**src/rtl/csa_mul_seq.sv**
```systemverilog
// Sequential unsigned multiplier built around a carry-save accumulator.
// One partial product is folded into a redundant sum/carry pair per cycle.
// A single carry-propagate add at the end resolves that pair into the product.
//
//   state   | meaning
//   --------+-----------------------------------------------------------
//   IDLE    | waiting for an operand pair, in_ready high
//   ACC     | one 3:2 compression per edge, WIDTH edges in total
//   RESOLVE | out_p <= sum + carry
//   DONE    | product offered, held until out_ready
module csa_mul_seq #(
  parameter int WIDTH = 12
) (
  input  logic                 clk,
  input  logic                 rst_n,
  input  logic                 in_valid,
  output logic                 in_ready,
  input  logic [WIDTH-1:0]     in_a,
  input  logic [WIDTH-1:0]     in_b,
  output logic                 out_valid,
  input  logic                 out_ready,
  output logic [2*WIDTH-1:0]   out_p,
  output logic                 busy
);

  localparam int PW = 2 * WIDTH;
  localparam int CW = (WIDTH > 2) ? $clog2(WIDTH) : 1;

  typedef enum logic [1:0] {
    IDLE    = 2'd0,
    ACC     = 2'd1,
    RESOLVE = 2'd2,
    DONE    = 2'd3
  } state_t;

  state_t          state;
  state_t          state_nxt;
  logic [WIDTH-1:0] a_reg;
  logic [WIDTH-1:0] b_reg;
  logic [PW-1:0]   sum_q;
  logic [PW-1:0]   carry_q;
  logic [CW-1:0]   cnt;

  logic [PW-1:0]   a_ext;
  logic [PW-1:0]   pp;
  logic [PW-1:0]   maj;
  logic            last_step;

  // Partial product for the current multiplier bit and the carry-save majority
  always_comb begin
    a_ext     = {{WIDTH{1'b0}}, a_reg};
    pp        = b_reg[cnt] ? (a_ext << cnt) : '0;
    maj       = (sum_q & carry_q) | (sum_q & pp) | (carry_q & pp);
    last_step = (cnt == CW'(WIDTH - 1));
  end

  // State register
  always_ff @(posedge clk or negedge rst_n) begin
    if (!rst_n) begin
      state <= IDLE;
    end else begin
      state <= state_nxt;
    end
  end

  // Next-state decode and handshake outputs
  always_comb begin
    state_nxt = state;
    in_ready  = 1'b0;
    out_valid = 1'b0;
    busy      = 1'b1;
    case (state)
      IDLE: begin
        in_ready = 1'b1;
        busy     = 1'b0;
        if (in_valid) state_nxt = ACC;
      end
      ACC: begin
        if (last_step) state_nxt = RESOLVE;
      end
      RESOLVE: begin
        state_nxt = DONE;
      end
      DONE: begin
        out_valid = 1'b1;
        // Return to IDLE only; the next accept needs a fresh IDLE cycle.
        if (out_ready) state_nxt = IDLE;
      end
      default: state_nxt = IDLE;
    endcase
  end

  // Operand capture, carry-save accumulation and final resolve
  always_ff @(posedge clk or negedge rst_n) begin
    if (!rst_n) begin
      a_reg   <= '0;
      b_reg   <= '0;
      sum_q   <= '0;
      carry_q <= '0;
      cnt     <= '0;
      out_p   <= '0;
    end else begin
      case (state)
        IDLE: begin
          if (in_valid) begin
            a_reg   <= in_a;
            b_reg   <= in_b;
            sum_q   <= '0;
            carry_q <= '0;
            cnt     <= '0;
          end
        end
        ACC: begin
          sum_q   <= sum_q ^ carry_q ^ pp;
          // Carry out of the MSB is dropped: the product is taken modulo 2^PW.
          carry_q <= {maj[PW-2:0], 1'b0};
          cnt     <= cnt + CW'(1);
        end
        RESOLVE: begin
          out_p <= sum_q + carry_q;
        end
        default: ;
      endcase
    end
  end

endmodule

```
**config.mk**
```make
export PLATFORM = sky130hd
export DESIGN_NAME = csa_mul_seq
export DESIGN_NICKNAME = d
export VERILOG_FILES = /design/src/rtl/csa_mul_seq.sv
export SDC_FILE = /design/constraint.sdc
export NUM_CORES = 1
export LEC_CHECK = 0
export CORE_MARGIN = 1.5
export CORE_UTILIZATION = 40
export CTS_CLUSTER_DIAMETER = 40
export CTS_CLUSTER_SIZE = 20
export DETAILED_ROUTE_END_ITERATION = 12
export PLACE_DENSITY = 0.67
export SLEW_MARGIN = 10
export SYNTH_ARGS = -nofsm -noshare
export SYNTH_HDL_FRONTEND = slang
export SYNTH_SLANG_ARGS = --single-unit
```
**constraint.sdc**
```tcl
create_clock -name clk -period 3.5 [get_ports clk]
set_input_delay 0.525 -clock clk [delete_from_list [all_inputs] [get_ports clk]]
set_output_delay 0.525 -clock clk [all_outputs]
set_load 0.1 [all_outputs]
```
==> out/qor.yml <==
pwr:
  ir_worst_vdd_v: 0.000419
  power_density_nw_per_um2: 954
  leakage_nw: 3.11
  total_power_mw: 6.90
cells_and_area:
  multi_input_area_um2: 3280
  reg_top3: "out_p (24), sum_q (24), carry_q (23)"
  drive_above_1_share_pct: 13.0
  area_growth_pct: 18.3
  n_antenna_cell: 0
  instances_no_fill: 857
  nets: 743
  n_fill_cell: 1401
  regArea_um2: 2530
sta:
  setup-tns-final_ns: 0
  drv_slew: 0
  finalClockSkew_ns: 0.0101
  post-route-period-util_pct: 87.0
  worst_pin_slew_ns: 1.13
  fmax_mhz: 329
  setup_viol: 0
  rsz0062_at_grt: "false"
  slew-limit-headroom_pct: 24.6
  worst_slack_ns: 0.456
  final_hold_viol_count: 0
  layout_min_cycle_time_ns: 3.04
route:
  wl_per_cell_um: 15.7
  via_per_inst: 5.29
  ant_nets: 0
  first_pass_iters: 4
  via_count: 4532
  drt_wl_total_um: 13500
  drc: 0
  drt-initial-drc-count: 243
cts:
  insertion_delay_ns: 0.36
  clock-root-buffer: "clkbuf_16"
  cts_max_level: 3
  hold_buffers: 0
  cts_tree: "done"
  clkTransAtPathRegs_ns: 0.07
  cts_buffers: 9
  cts_resized: 0
  cts_setup_buffers: 0
  cts_buffer_depth: 2
  cts_sinks: 101
hold_path:
  hp-class: "in -> async"
synth:
  yosys_most_used_dff: "dfrtp_1"
  synth_edf_count: 0
  avgSynthCellArea_um2: 9.88
  synthesis.area_um2: 6110
  yosysWarnings: 0
  ys_ff_latch: 101
  synth_cell_types: 48
  synth_cells: 619
  async_flop_share_pct: 100
  yosysSeqAreaShare_pct: 41.3
  synth_nets: 698
placed_design:
  hpwl_um: 10200
  dp_slack_ns: 0.454
  port_buffers: 54
  place_inst: 841
  place.gp.congestion: 0.854
grt:
  antenna_found_initial: 0
  grt_max_degree: 50
  grt_pass1_wl_um: 23500
  grt_pass1_vias: 4676
  track_usage_pct: 18.5
  grt_overflow: 0
die:
  floorplan.initialDensity_pct: 40.5
  die_h_um: 127
  ioPinCount: 55
  coreArea_um2: 15100
  rows: 45
  die_area_um2: 16000
  die_w_um: 127
run:
  maxCapViolCount: 0
critical_path:
  crit_arrival_ns: 3.27
  crit_type: "reg -> reg"
  cp_max_fo: 15
  crit_path_end_kind: "flip-flop"
  worst_setup_path_start_kind: "flip-flop"
  r2r.worst_path.cells: 6
  required_ns: 3.73
status:
  status: "finished, final reports clean"
-- report_power, final --
| part | internal (mW) | switching (mW) | leakage [nW] |
|---|---|---|---|
| clock | 0.845 | 0.450 | 0.187 |
| sequential | 1.59 | 0.336 | 1.32 |
| combinational | 1.27 | 2.41 | 1.60 |
| total | 3.71 | 3.19 | 3.11 |
-- routing by layer --
metal | GRT usage (%) | up-vias | routed length (µm)
met4 | 7.23 | 0 | 276
met2 | 30.4 | 96 | 6460
met5 | 0 | - | 0
met3 | 3.33 | 19 | 558
li1 | - | 2206 | -
met1 | 24.2 | 2211 | 6170
-- Yosys cell counts, types with 2 or more instances --
cell	n	share of area, %
dfrtp_1	101	41
nand2_1	92	5.6
o21ai_0	71	5.8
inv_1	52	3.2
mux2_2	50	9.2
a21oi_1	33	2.7
ha_1	28	5.7
clkbuf_1	26	1.6
fa_1	23	7.5
nor2_1	22	1.4
xnor2_1	14	2.0
mux2i_1	10	1.6
a21o_1	8	0.98
a22oi_1	8	0.98
xor2_1	7	1.0
and2_1	6	0.61
nand3_1	6	0.49
and3_1	4	0.41
nand4_1	4	0.41
nor2b_1	4	0.41
nor3_1	4	0.33
a211oi_1	3	0.37
a22o_1	3	0.43
a31oi_1	3	0.31
and3_4	3	0.55
mux4_2	3	1.1
nand2b_1	3	0.31
o31a_1	3	0.43
a32oi_1	2	0.29
buf_1	2	0.12
o211ai_1	2	0.25
o21bai_1	2	0.25
o2bb2ai_1	2	0.29
-- worst max-delay path: stages, from the launching register on --
cell and delay, ns:
dfrtp_1 0.71, mux4_2 0.34, nand2_1 0.06, a21oi_1 0.90
a22oi_1 0.28, fa_1 0.55, o21ai_0 0.08
-- cells in the final DEF, fill, tap and decap left out, drive strengths merged, types with 3 or more instances in the layout --
cell type	n
a211oi	3
a31oi	3
nor2	22
nand2b	3
dfrtp	101
bufinv	5
fa	23
clkdlybuf4s50	51
nand3	6
xnor2	14
o31a	3
nand2	92
a21o	8
inv	52
nor2b	4
a22oi	8
clkbuf	10
and2	6
ha	28
mux2i	10
nand4	4
o21ai	71
nor3	4
mux4	3
a22o	3
and3	7
mux2	50
buf	12
xor2	7
a21oi	33
-- area by class of cell --
type	instances	area share (%)
Clock buffer	10	3.17
Clock inverter	6	2.20
Inverter	53	2.75
Multi-Input combinational cell	436	45.4
Sequential cell	101	35.0
Tap cell	188	3.25
Timing Repair Buffer	63	8.31
-- cells by family after synthesis --
group | share of synthesized area, %
buf+inv | 5.06
xor+xnor | 3.01
compound gates | 14.4
fa+ha+maj | 13.3
simple gates | 11.0
mux | 12.0
flops | 41.3
-- worst paths after layout --
kind | endpoint | slack, ns | startpoint
max | sum_q[13]$_DFFE_PN0P_ | 0.46 | cnt[0]$_DFFE_PN0P_
max reg2reg | sum_q[13]$_DFFE_PN0P_ | 0.46 | cnt[0]$_DFFE_PN0P_
min reg2reg | sum_q[23]$_DFFE_PN0P_ | 0.50 | sum_q[23]$_DFFE_PN0P_
min in group clk | sum_q[23]$_DFFE_PN0P_ | 0.50 | sum_q[23]$_DFFE_PN0P_
min | out_p[12]$_DFFE_PN0P_ | 0.15 | rst_n
max in group asynchronous | a_reg[1]$_DFFE_PN0P_ | 2.52 | rst_n
-- stage by stage --
stage                     hold slack (ns)  instance area, µm²  utilization, %
after floorplan                     0.229                6110               -
after global placement              0.486                6840            45.3
after detailed placement            0.494                6840            45.3
after CTS                           0.154                7230            47.9
after global routing                0.191                7230            47.9
final                               0.148                7230            47.9
Power figures use the tool's default switching activity.
